**config.mk**
```make
export PLATFORM = sky130hd
export DESIGN_NAME = target_zone_tracker_flat
export DESIGN_NICKNAME = d
export VERILOG_FILES = /design/src/rtl/target_zone_tracker_if.sv /design/src/rtl/target_zone_tracker.sv /design/src/flat_wrapper.sv
export SDC_FILE = /design/constraint.sdc
export NUM_CORES = 1
export LEC_CHECK = 0
export BUFFER_PORTS_ARGS = -buffer_cell sky130_fd_sc_hd__buf_2
export CORE_MARGIN = 10
export CORE_UTILIZATION = 36
export DETAILED_ROUTE_END_ITERATION = 8
export GPL_TIMING_DRIVEN = 0
export SLEW_MARGIN = 20
export SYNTH_ARGS = -nofsm -noshare
export SYNTH_HDL_FRONTEND = slang
export SYNTH_HIERARCHICAL = 1
export SYNTH_SLANG_ARGS = --single-unit
```
**constraint.sdc**
```tcl
create_clock -name clk -period 3.4 [get_ports clk]
set_input_delay 0.17 -clock clk [delete_from_list [all_inputs] [get_ports clk]]
set_output_delay 0.17 -clock clk [all_outputs]
set_load 0.02 [all_outputs]
```
**src/rtl/target_zone_tracker_if.sv**
```systemverilog
// Pixel-stream in / zone-decision out bundle for target_zone_tracker.
// master = pixel source + result consumer, slave = the tracker.
interface target_zone_tracker_if #(
    parameter int N_ZONES = 5,
    parameter int CNT_W   = 20
) ();
    localparam int ZW = $clog2(N_ZONES);

    logic             pixel_valid;
    logic             is_orange;
    logic             vsync;
    logic [ZW-1:0]    zone_idx;
    logic [1:0]       steer;
    logic             target_valid;
    logic [CNT_W-1:0] best_count;
    logic             frame_done;

    modport master (
        output pixel_valid, is_orange, vsync,
        input  zone_idx, steer, target_valid, best_count, frame_done
    );

    modport slave (
        input  pixel_valid, is_orange, vsync,
        output zone_idx, steer, target_valid, best_count, frame_done
    );
endinterface

```
**src/rtl/target_zone_tracker.sv**
```systemverilog
// Per-band target pixel counter with end-of-frame argmax, threshold and publish.
// Optional macro TRACKER_HYST_EN: require HYST_FRAMES agreeing frames before publishing.
module target_zone_acc #(
    parameter int CNT_W = 20
) (
    input  logic             clk,
    input  logic             reset,
    input  logic             inc,
    input  logic             clr,
    output logic [CNT_W-1:0] cnt
);
    always_ff @(posedge clk) begin
        if (reset || clr)          cnt <= '0;
        else if (inc && cnt != '1) cnt <= cnt + CNT_W'(1);
    end
endmodule

module target_zone_tracker #(
    parameter int H_ACTIVE    = 640,
    parameter int N_ZONES     = 5,
    parameter int CNT_W       = 20,
    parameter int PIX_THRESH  = 2000,
    parameter int HYST_FRAMES = 3
) (
    input  logic                  clk,
    input  logic                  reset,
    target_zone_tracker_if.slave  bus
);
    localparam int ZONE_W = H_ACTIVE / N_ZONES;
    localparam int ZW     = $clog2(N_ZONES);
    localparam int COL_W  = (ZONE_W > 1) ? $clog2(ZONE_W) : 1;
    localparam logic [ZW-1:0]    LAST_ZONE = ZW'(N_ZONES - 1);
    localparam logic [COL_W-1:0] LAST_COL  = COL_W'(ZONE_W - 1);

    typedef enum logic [1:0] {ACCUM, SCAN, DECIDE} state_t;
    state_t state_q, state_d;

    logic [COL_W-1:0]              col_in_zone;
    logic [ZW-1:0]                 zone_ctr, scan_idx, arg_max, zone_q;
    logic                          pv_q, vs_q, vs_qq, vs_fall;
    logic [CNT_W-1:0]              max_cnt, best_q;
    logic [N_ZONES-1:0][CNT_W-1:0] acc;
    logic [N_ZONES-1:0]            acc_inc, acc_clr;
    logic [ZW:0]                   cand;     // {valid, zone}
    logic [1:0]                    steer_q;
    logic                          tv_q, done_q, publish;

    // Two-flop vsync history: the fall is seen one cycle after vsync is first sampled low.
    assign vs_fall = vs_qq & ~vs_q;
    assign cand    = (32'(max_cnt) >= PIX_THRESH) ? {1'b1, arg_max} : '0;

    function automatic logic [1:0] steer_of(input logic [ZW:0] c);
        logic [ZW-1:0] z;
        z = c[ZW-1:0];
        if (!c[ZW]) return 2'b00;
        if (N_ZONES % 2 == 1) begin
            if (z == ZW'((N_ZONES - 1) / 2)) return 2'b10;
            return (z < ZW'((N_ZONES - 1) / 2)) ? 2'b01 : 2'b11;
        end
        return (z < ZW'(N_ZONES / 2)) ? 2'b01 : 2'b11;
    endfunction

    // Column/zone position within the current line.
    always_ff @(posedge clk) begin
        if (reset) begin
            col_in_zone <= '0;
            zone_ctr    <= '0;
            pv_q        <= 1'b0;
        end else begin
            pv_q <= bus.pixel_valid;
            if (bus.pixel_valid) begin
                if (col_in_zone == LAST_COL) begin
                    col_in_zone <= '0;
                    if (zone_ctr != LAST_ZONE) zone_ctr <= zone_ctr + ZW'(1);
                end else begin
                    col_in_zone <= col_in_zone + COL_W'(1);
                end
            end else if (pv_q) begin
                col_in_zone <= '0;
                zone_ctr    <= '0;
            end
        end
    end

    for (genvar z = 0; z < N_ZONES; z++) begin : g_zone
        assign acc_inc[z] = (state_q == ACCUM) && bus.pixel_valid && bus.is_orange &&
                            (zone_ctr == ZW'(z));
        assign acc_clr[z] = (state_q == SCAN) && (scan_idx == ZW'(z));
        target_zone_acc #(.CNT_W(CNT_W)) u_acc (
            .clk   (clk),
            .reset (reset),
            .inc   (acc_inc[z]),
            .clr   (acc_clr[z]),
            .cnt   (acc[z])
        );
    end

    always_comb begin
        state_d = state_q;
        case (state_q)
            ACCUM:   if (vs_fall) state_d = SCAN;
            SCAN:    if (scan_idx == LAST_ZONE) state_d = DECIDE;
            DECIDE:  state_d = ACCUM;
            default: state_d = ACCUM;
        endcase
    end

`ifdef TRACKER_HYST_EN
    logic [ZW:0] prev_cand;
    logic [3:0]  hyst_cnt, hyst_nxt;
    logic        same_pub;

    always_comb begin
        same_pub = (cand == {tv_q, zone_q});
        hyst_nxt = (cand == prev_cand) ? hyst_cnt + 4'd1 : 4'd1;
        publish  = !same_pub && (hyst_nxt >= 4'(HYST_FRAMES));
    end

    always_ff @(posedge clk) begin
        if (reset) begin
            prev_cand <= '0;
            hyst_cnt  <= '0;
        end else if (state_q == DECIDE) begin
            prev_cand <= cand;
            hyst_cnt  <= (same_pub || publish) ? 4'd0 : hyst_nxt;
        end
    end
`else
    // HYST_FRAMES has no effect here; every evaluated candidate is published.
    assign publish = 1'b1 | (HYST_FRAMES == 0);
`endif

    always_ff @(posedge clk) begin
        if (reset) begin
            state_q  <= ACCUM;
            vs_q     <= 1'b1;
            vs_qq    <= 1'b1;
            scan_idx <= '0;
            max_cnt  <= '0;
            arg_max  <= '0;
            tv_q     <= 1'b0;
            zone_q   <= '0;
            steer_q  <= 2'b00;
            best_q   <= '0;
            done_q   <= 1'b0;
        end else begin
            state_q <= state_d;
            vs_q    <= bus.vsync;
            vs_qq   <= vs_q;
            done_q  <= 1'b0;
            case (state_q)
                ACCUM: begin
                    scan_idx <= '0;
                    max_cnt  <= '0;
                    arg_max  <= '0;
                end
                SCAN: begin
                    // Strictly greater keeps the lowest index on ties.
                    if (acc[scan_idx] > max_cnt) begin
                        max_cnt <= acc[scan_idx];
                        arg_max <= scan_idx;
                    end
                    scan_idx <= scan_idx + ZW'(1);
                end
                DECIDE: begin
                    best_q <= max_cnt;
                    done_q <= 1'b1;
                    if (publish) begin
                        tv_q    <= cand[ZW];
                        zone_q  <= cand[ZW-1:0];
                        steer_q <= steer_of(cand);
                    end
                end
                default: ;
            endcase
        end
    end

    assign bus.zone_idx     = zone_q;
    assign bus.steer        = steer_q;
    assign bus.target_valid = tv_q;
    assign bus.best_count   = best_q;
    assign bus.frame_done   = done_q;
endmodule

```
**src/flat_wrapper.sv**
```systemverilog
// flat-port wrapper written by rule: the top's interface ports become plain ports
module target_zone_tracker_flat 
#(
    parameter int H_ACTIVE    = 640,
    parameter int N_ZONES     = 5,
    parameter int CNT_W       = 20,
    parameter int PIX_THRESH  = 2000,
    parameter int HYST_FRAMES = 3
)
  (clk, reset, bus_pixel_valid, bus_is_orange, bus_vsync, bus_zone_idx, bus_steer, bus_target_valid, bus_best_count, bus_frame_done);
  target_zone_tracker_if #(.N_ZONES(N_ZONES), .CNT_W(CNT_W)) bus_i ();
  input  logic clk;
  input  logic reset;
  input wire logic [$bits(bus_i.pixel_valid)-1:0] bus_pixel_valid;
  input wire logic [$bits(bus_i.is_orange)-1:0] bus_is_orange;
  input wire logic [$bits(bus_i.vsync)-1:0] bus_vsync;
  output wire logic [$bits(bus_i.zone_idx)-1:0] bus_zone_idx;
  output wire logic [$bits(bus_i.steer)-1:0] bus_steer;
  output wire logic [$bits(bus_i.target_valid)-1:0] bus_target_valid;
  output wire logic [$bits(bus_i.best_count)-1:0] bus_best_count;
  output wire logic [$bits(bus_i.frame_done)-1:0] bus_frame_done;
  assign bus_i.pixel_valid = bus_pixel_valid;
  assign bus_i.is_orange = bus_is_orange;
  assign bus_i.vsync = bus_vsync;
  assign bus_zone_idx = bus_i.zone_idx;
  assign bus_steer = bus_i.steer;
  assign bus_target_valid = bus_i.target_valid;
  assign bus_best_count = bus_i.best_count;
  assign bus_frame_done = bus_i.frame_done;
  target_zone_tracker #(.H_ACTIVE(H_ACTIVE), .N_ZONES(N_ZONES), .CNT_W(CNT_W), .PIX_THRESH(PIX_THRESH), .HYST_FRAMES(HYST_FRAMES)) u_core (.clk(clk), .reset(reset), .bus(bus_i));
endmodule
```
# Word level (Yosys, flattened, before mapping)
# Index checks and enable logic that the tools add are counted.
# W data, S select, Z words.
# classes
n_addsub,8
mul,0
div,0
n_lt_le_gt_ge,4
eq_ne,23
shifts,0
muxes,35
bitwise_logic,2
n_reduce_logical,30
# op_table
operator,n
$add A20 B1 Y20 const B,5
$ne A20 B20 Y1 const B,5
$bmux W20 S3,1
$mux W20,2
$pmux W20 S2,1
$mux W7,3
$ge A20 B11 Y1 const B,1
$gt A20 B20 Y1,1
$logic_and A1 B1 Y1,17
$mux W2,8
$eq A3 B2 Y1 const B,5
$mux W3,5
$pmux W3 S2,2
$mux W1,11
$add A7 B1 Y7 const B,1
$eq A7 B7 Y1 const B,1
$add A3 B1 Y3 const B,2
$eq A3 B1 Y1 const B,2
$eq A3 B3 Y1 const B,2
$logic_not A3 Y1,2
$ne A2 B1 Y1 const B,3
$logic_or A1 B1 Y1,5
$lt A3 B4 Y1 const B,1
$mux W4,1
other kinds (12),15
# totals
ff_bits,168
latchBits,0
mem_bits_rw,0
romBits,0
out_inout_bits,27
word_cells,121
memories,0

# Depth between registers and ports, before layout
# Gate-level depths: netlist of run 1.
# depth
word_depth,11
ltp_mapped,14
mapped_depth_nobuf,11

# Modules after synthesis
# Netlist of run 1, hierarchy kept.
# modules_own_cells
mod,n_inst,cells_per_inst,area_each_um2,seq_area_each_um2
target_zone_acc,5,113,988.4,400.4
target_zone_tracker,1,511,4331.7,1361.3

# Least setup slack after synthesis of run 1
# OpenSTA, ideal clock, no wires.
# synth_timing
path_type,register -> register
start,register u_core.scan_idx[2]
end,register u_core.max_cnt[10]
setup_time_ns,0.140
arrival_time_ns,2.772
required_time_ns,3.260
setup_slack_ns,0.488
path_stages_with_launch,15
n_path_buf,3
period_less_slack_ns,2.912
cell_sequence,dfxtp_1 -> buf_2 -> buf_2 -> mux2i_1 -> nor2_1 -> a21oi_1 -> o22ai_1 -> ha_1 -> nand4_1 -> nor4_4 -> o21ai_2 -> o211a_4 -> o22ai_4 -> buf_6 -> o32ai_2
# synth_via
elab_chain_cells,5
# synth_lines
element,line_no,rtl
start: declaration,target_zone_tracker.sv:39,"logic [ZW-1:0] zone_ctr, scan_idx, arg_max, zone_q;"
start signal: assignment,target_zone_tracker.sv:163,scan_idx <= scan_idx + ZW'(1);
$bmux W20 S3 (*),"target_zone_tracker.sv:159, target_zone_tracker.sv:160",
$mux W20 (implied by the code) (*),"target_zone_tracker.sv:159, target_zone_tracker.sv:160",
$gt A20 B20 Y1,target_zone_tracker.sv:159,if (acc[scan_idx] > max_cnt) begin
$ne A2 B2 Y1 (no source line),--,
$reduce_and A2 Y1 (no source line),--,
end signal: assignment,target_zone_tracker.sv:160,max_cnt <= acc[scan_idx];
end: declaration,target_zone_tracker.sv:41,"logic [CNT_W-1:0] max_cnt, best_q;"
# Mark *: on every way between the ends. The rest lies on a longest branch, timed or not. The select of a mux whose other input is x is not followed.
# A chain may end at the register's enable or synchronous reset.

# Worst setup path after layout of run 1
# layout_timing
start,register u_core.scan_idx[0]
end,register u_core.max_cnt[4]
# The elaborated chain is that of the path after synthesis.

==> results.py, run 1 <==
metrics = {
    "clock_tree": {
        "cts_tree": "built",
        "cts.sinks": 168,
        "h-tree-depth": 4,
        "clkTransAtPathRegs_ns": 0.07,
        "clock_latency_ns": 0.43,
        "cts_inserted_buffers": 17,
        "cts_root_buffer": "clkbuf_16",
        "cts_buffer_depth": 2,
    },
    "route": {
        "drt_drc_violations_left": 0,
        "ant_nets": 0,
        "routedWlPerCell_um": 16.2,
        "first_pass_iters": 5,
        "wirelength_um": 23800,
        "via_count": 7997,
        "drt_iter0_markers": 458,
        "avgViaCountPerCell": 5.43,
    },
    "floorplan": {
        "die_height_um": 181,
        "die_w_um": 181,
        "initial_utilization_pct": 36.7,
        "row_count": 58,
        "die-area_um2": 32600,
        "io_pins": 32,
        "core-area_um2": 25300,
    },
    "critical_path": {
        "path_class": "flip-flop to flip-flop",
        "setup.worst_path.end_class": "flip-flop",
        "critPathMostFrequentCell": "a21o_1",
        "critPathMaxFanout": 10,
        "cp-start-kind": "flip-flop",
        "critPathMaxStageDelay_ns": 0.43,
        "crit_required_ns": 3.74,
        "critPathSlowestCell": "mux2i_1",
        "cpLargestDelayFamily": "compound AO/OA/AOI/OAI gates",
        "critPathArrivalTime_ns": 3.61,
        "path_cells": "buf_2 -> clkbuf_4 -> mux2i_1 -> o22ai_2 -> ha_1 -> a21o_1 -> a21o_1 -> a221oi_2 -> o211a_4 -> o22ai_4 -> buf_6 -> o32ai_2",
        "critPathBufInv": 3,
    },
    "synth": {
        "netlist-cell-type-count": 62,
        "synth_edf_count": 0,
        "synthesis.area_um2": 9270,
        "async_flop_share_pct": 0,
        "syn_inst": 1076,
        "syn_nets": 1117,
        "synth_warnings": 6,
        "ys.flop_type": "dfxtp_1",
        "synth-seq-cells": 168,
        "seq_area_frac_synth_pct": 36.3,
        "synth.avg_cell_area_um2": 8.62,
    },
    "finish": {
        "area_growth_syn_to_layout_pct": 13.3,
        "drive_gt1_share_pct": 14.4,
        "fin_nets": 1170,
        "diodes": 0,
    },
    "timing": {
        "setup_viol": 0,
        "slew_violations": 0,
        "skew_ns": 0.0127,
        "period_minus_slack_ns": 3.27,
        "tns_ns": 0,
        "tightest_slew_ns": 0.820,
        "relSlewSlack_pct": 45.2,
        "period_share_pct": 96.1,
        "rsz0062_at_grt": "true",
        "max_freq_mhz": 306,
        "hold_violations": 0,
    },
    "power_and_ir_drop": {
        "finalPower_uw": 4000,
        "power_density_nw_per_um2": 381,
        "cellLeakagePower_uw": 0.00331,
        "peakVddDrop_v": 0.000252,
    },
    "grt": {
        "grt_pass1_wl_um": 39000,
        "grt.overflow.total": 0,
        "grt_max_degree": 17,
        "grt_usage_pct": 14.3,
        "grt_antenna_before_repair": 0,
        "grt_pass1_vias": 7411,
    },
    "placement": {
        "port_buffers": 31,
        "place_hpwl_um": 18000,
        "routabilityCongestion": 0.874,
    },
    "run_status": {
        "status": "completed",
    },
    "run": {
        "maxCapViolations": 0,
    },
    "worst_hold_path": {
        "holdCritPathClass": "input port to flip-flop",
    },
}
kinds of logic after synthesis:
| family | share of synthesized area (%) |
|---|---|
| and+or+nand+nor | 25.0 |
| DFF | 36.3 |
| buffers and inverters | 4.05 |
| muxes | 4.34 |
| xor gates and xnor gates | 3.78 |
| AOI/OAI and AO/OA | 21.7 |
| adders and majority gates | 4.86 |
routing by layer:
layer | global-route usage [%] | vias to the layer above | part of all wire [%]
li1 | - | 4046 | -
met4 | 6.14 | 0 | 2.9
met2 | 22.4 | 129 | 45
met5 | 0 | - | 0
met1 | 19.0 | 3783 | 49
met3 | 2.37 | 39 | 2.8
worst min-delay path, delay by kind of cell:
family / cells / cell delay [ns]
buffers and inverters: 2 / 0.23
and+or+nand+nor: 1 / 0.11
final timing paths:
path | startpoint | end | slack [ns] | depth (start not counted)
max | u_core/scan_idx[0]$_SDFFE_PP0P_ | u_core/max_cnt[4]$_SDFFE_PP0P_ | 0.13 | 12
min | bus_pixel_valid | u_core/pv_q$_SDFF_PP0_ | 0.11 | 3
max reg2reg | u_core/scan_idx[0]$_SDFFE_PP0P_ | u_core/max_cnt[4]$_SDFFE_PP0P_ | 0.13 | 12
min reg2reg | u_core/vs_q$_SDFF_PP1_ | u_core/vs_qq$_SDFF_PP1_ | 0.44 | 1
timing repair:
item,in CTS,in global routing
gates resized for setup,4,16
setup buffers,0,2
hold endpoints to repair,1,0
hold buffers,1,0
endpoints found under the setup margin,23,23
pin swaps,1,4
report_power, final:
group	leakage (µW)	internal (µW)	switching, µW
registers	0.00135	1980	9.54
clock network	0.000274	1000	843
logic	0.00168	55.0	118
total	0.00331	3030	971
synth_stat cells (30+ instances only):
library cell	n	area (µm²)
mux2i_1	38	380
nand2_1	95	357
inv_1	39	146
clkbuf_1	30	113
or3_1	35	219
nand3_1	45	225
a21oi_1	109	546
ha_1	36	450
o21ai_0	30	150
dfxtp_1	168	3360
nor2_1	101	379
nand4_1	46	288
area by class of cell:
class | count | area, µm²
Clock buffer | 20 | 467
Clock inverter | 12 | 91.3
Fill cell | 2593 | 14700
Inverter | 40 | 150
Sequential cell | 168 | 3360
Tap cell | 330 | 413
Timing Repair Buffer | 34 | 193
Buffer | 46 | 253
Multi-Input combinational cell | 822 | 5580
flip-flops by register name, indices dropped and copies added (netlist names), 2 cells and up:
| name | cells |
|---|---|
| u_core/bus.zone_idx | 3 |
| u_core/max_cnt | 20 |
| u_core/bus.steer | 2 |
| u_core/zone_ctr | 3 |
| u_core/col_in_zone | 7 |
| u_core/scan_idx | 3 |
| u_core/state_q | 2 |
| u_core/bus.best_count | 20 |
| u_core/arg_max | 3 |
| u_core/g_zone.u_acc/cnt | 100 |
per-stage QoR:
stage | cell area (µm²) | setup WS (ns) | utilization, % | cells | hold slack (ns)
2_1_floorplan | 9270 | 0.488 | - | 1076 | 0.274
4_1_cts | 10400 | 0.0107 | 41.3 | 1470 | 0.0995
3_3_place_gp | 9840 | -0.187 | 39.0 | 1437 | 0.374
3_5_place_dp | 9840 | -0.214 | 39.0 | 1437 | 0.378
6_report | 10500 | 0.131 | 41.6 | 1472 | 0.114
5_1_grt | 10500 | -0.0108 | 41.6 | 1472 | 0.168
layout by cell type (no fill, tap or decap), types with 26 or more instances in the layout:
cell / instances
inv_1: 39
o21ai_0: 30
clkbuf_1: 29
nand4_1: 46
nand2b_1: 26
a21oi_1: 107
nand2_1: 95
buf_2: 35
dfxtp_1: 168
mux2i_1: 34
nand3_1: 45
or3_1: 35
ha_1: 36
nor2_1: 101
(Power assumes the default switching activity.)
==> run 2, diff against run 1 <==
- clock period: 3.4 -> 3.3 ns (I/O delays scaled with it)
==> run 2 against run 1 <==
Compared with the run above:
- setup slack got worse by 0.029 ns
- non-clock buffer count up 14
- design area rose by 4.3%
==> results.py, run 2 (synthesis results as in run 1) <==
metrics = {
    "grt": {
        "grt_pass1_wl_um": 39000,
        "grt_pass1_vias": 7428,
        "grt_max_degree": 17,
        "grt_usage_pct": 14.4,
        "grt_antenna_before_repair": 0,
        "grt.overflow.total": 0,
    },
    "critical_path": {
        "cp-start-kind": "flip-flop",
        "critPathBufInv": 5,
        "critPathSlowestCell": "dfxtp_1",
        "crit_required_ns": 3.64,
        "critPathMaxFanout": 10,
        "startpoint": "u_core/scan_idx[2]$_SDFFE_PP0P_",
        "reg2reg_from": "u_core/scan_idx[2]$_SDFFE_PP0P_",
        "cpLargestDelayFamily": "compound AO/OA/AOI/OAI gates",
        "critPathArrivalTime_ns": 3.54,
        "critPathMostFrequentCell": "clkbuf_16",
        "critPathMaxStageDelay_ns": 0.34,
        "path_cells": "buf_8 -> clkbuf_16 -> mux2i_1 -> nor2_1 -> a21oi_1 -> o22ai_2 -> ha_1 -> nand4_1 -> nor4_4 -> buf_4 -> a21o_2 -> o22ai_4 -> buf_12 -> clkbuf_16 -> o32ai_2",
        "setup.worst_path.end_class": "flip-flop",
        "path_class": "flip-flop to flip-flop",
    },
    "clock_tree": {
        "clock_latency_ns": 0.43,
        "cts_inserted_buffers": 17,
        "cts.sinks": 168,
        "clkTransAtPathRegs_ns": 0.07,
        "cts_tree": "built",
        "cts_root_buffer": "clkbuf_16",
        "cts_buffer_depth": 2,
        "h-tree-depth": 4,
    },
    "floorplan": {
        "initial_utilization_pct": 36.7,
        "die_w_um": 181,
        "core-area_um2": 25300,
        "io_pins": 32,
        "die_height_um": 181,
        "die-area_um2": 32600,
        "row_count": 58,
    },
    "finish": {
        "final_common_cell": "dfxtp_1",
        "fillCellCount": 2498,
        "largest-register": "u_core/g_zone.u_acc/cnt",
        "fin_nets": 1184,
        "mostFrequentLayoutCells": "168 x dfxtp_1, 101 x nor2_1, 97 x a21oi_1, 94 x nand2_1, 46 x nand4_1",
        "largest_register_ffs": 100,
        "finish.utilization_pct": 43.4,
        "diodes": 0,
        "area_growth_syn_to_layout_pct": 18.1,
        "fin_cells": 1486,
        "drive_gt1_share_pct": 18.2,
    },
    "route": {
        "via_count": 8101,
        "drt_iter0_markers": 474,
        "ant_nets": 0,
        "wirelength_um": 24200,
        "drt_drc_violations_left": 0,
        "routedWlPerCell_um": 16.3,
        "avgViaCountPerCell": 5.45,
        "first_pass_iters": 5,
    },
    "power_and_ir_drop": {
        "peakVddDrop_v": 0.000261,
        "power_density_nw_per_um2": 379,
        "cellLeakagePower_uw": 0.00346,
    },
    "timing": {
        "tightest_slew_ns": 0.780,
        "period_minus_slack_ns": 3.20,
        "hold_violations": 0,
        "relSlewSlack_pct": 47.8,
        "slew_violations": 0,
        "period_share_pct": 96.9,
        "setup_viol": 0,
        "tns_ns": 0,
        "max_freq_mhz": 313,
        "skew_ns": 0.0116,
        "setup_slack_ns": 0.102,
    },
    "worst_hold_path": {
        "holdCritPathClass": "input port to flip-flop",
        "hp-start": "bus_pixel_valid",
    },
    "placement": {
        "routabilityCongestion": 0.874,
        "post-place-cells": 1437,
        "port_buffers": 31,
        "place_ws_ns": -0.314,
        "place_hpwl_um": 18000,
    },
    "run_status": {
        "status": "completed",
    },
    "run": {
        "maxCapViolations": 0,
    },
}
run 2: changes by cell type in the layout (fill, tap and decap cells not counted), sizes merged:
| cell | delta |
|---|---|
| buf | +12 |
| clkbuf | +2 |
run 2: repair_timing:
action,4_1_cts,5_1_grt
hold endpoints to repair,1,0
endpoints found under the setup margin,23,23
gates resized for setup,6,73
setup buffers,1,13
hold buffers,1,0
gates cloned,0,3
pin swaps,2,15
run 2: area by class of cell:
| type | instances | area [µm²] | area share, % |
|---|---|---|---|
| Multi-Input combinational cell | 822 | 5810 | 53.1 |
| Sequential cell | 168 | 3360 | 30.7 |
| Clock buffer | 20 | 467 | 4.26 |
| Tap cell | 330 | 413 | 3.77 |
| Timing Repair Buffer | 49 | 370 | 3.38 |
| Buffer | 45 | 287 | 2.62 |
| Inverter | 40 | 150 | 1.37 |
| Clock inverter | 12 | 91.3 | 0.834 |
run 2: power breakdown:
part	internal [µW]	leakage, µW	switching (µW)
logic	74.3	0.00183	129
clock network	1030	0.000274	876
registers	2030	0.00135	10.1
total	3140	0.00346	1020
run 2: final timing paths:
path / endpoint / slack [ns] / depth (start not counted)
setup reg to reg: u_core/max_cnt[11]$_SDFFE_PP0P_ / 0.10 / 15
setup / recovery: u_core/max_cnt[11]$_SDFFE_PP0P_ / 0.10 / 15
hold reg to reg: u_core/vs_qq$_SDFF_PP1_ / 0.44 / 1
hold / removal: u_core/pv_q$_SDFF_PP0_ / 0.10 / 3
run 2: worst register-to-register path, stage by stage, from the launching register on:
cell	delay [ns]
dfxtp_1	0.34
buf_8	0.15
clkbuf_16	0.17
mux2i_1	0.19
nor2_1	0.10
a21oi_1	0.25
o22ai_2	0.16
ha_1	0.33
nand4_1	0.20
nor4_4	0.31
buf_4	0.17
a21o_2	0.16
o22ai_4	0.09
buf_12	0.14
clkbuf_16	0.15
o32ai_2	0.20
run 2: metal layers:
metal / share of wire (%) / track usage, % / up-vias
met5: 0 / 0 / -
met4: 2.7 / 6.20 / 0
met3: 3.4 / 2.37 / 39
met2: 46 / 22.5 / 150
met1: 48 / 19.0 / 3843
li1: - / - / 4069
run 2: per-stage QoR:
step	cell area [µm²]	hold WS [ns]	total power (µW)
after detailed placement	9840	0.373	2260
after CTS	10400	0.0945	4170
after global placement	9840	0.369	2260
after global routing	11000	0.164	4300
after floorplan	9270	0.269	2210
final	11000	0.104	4160
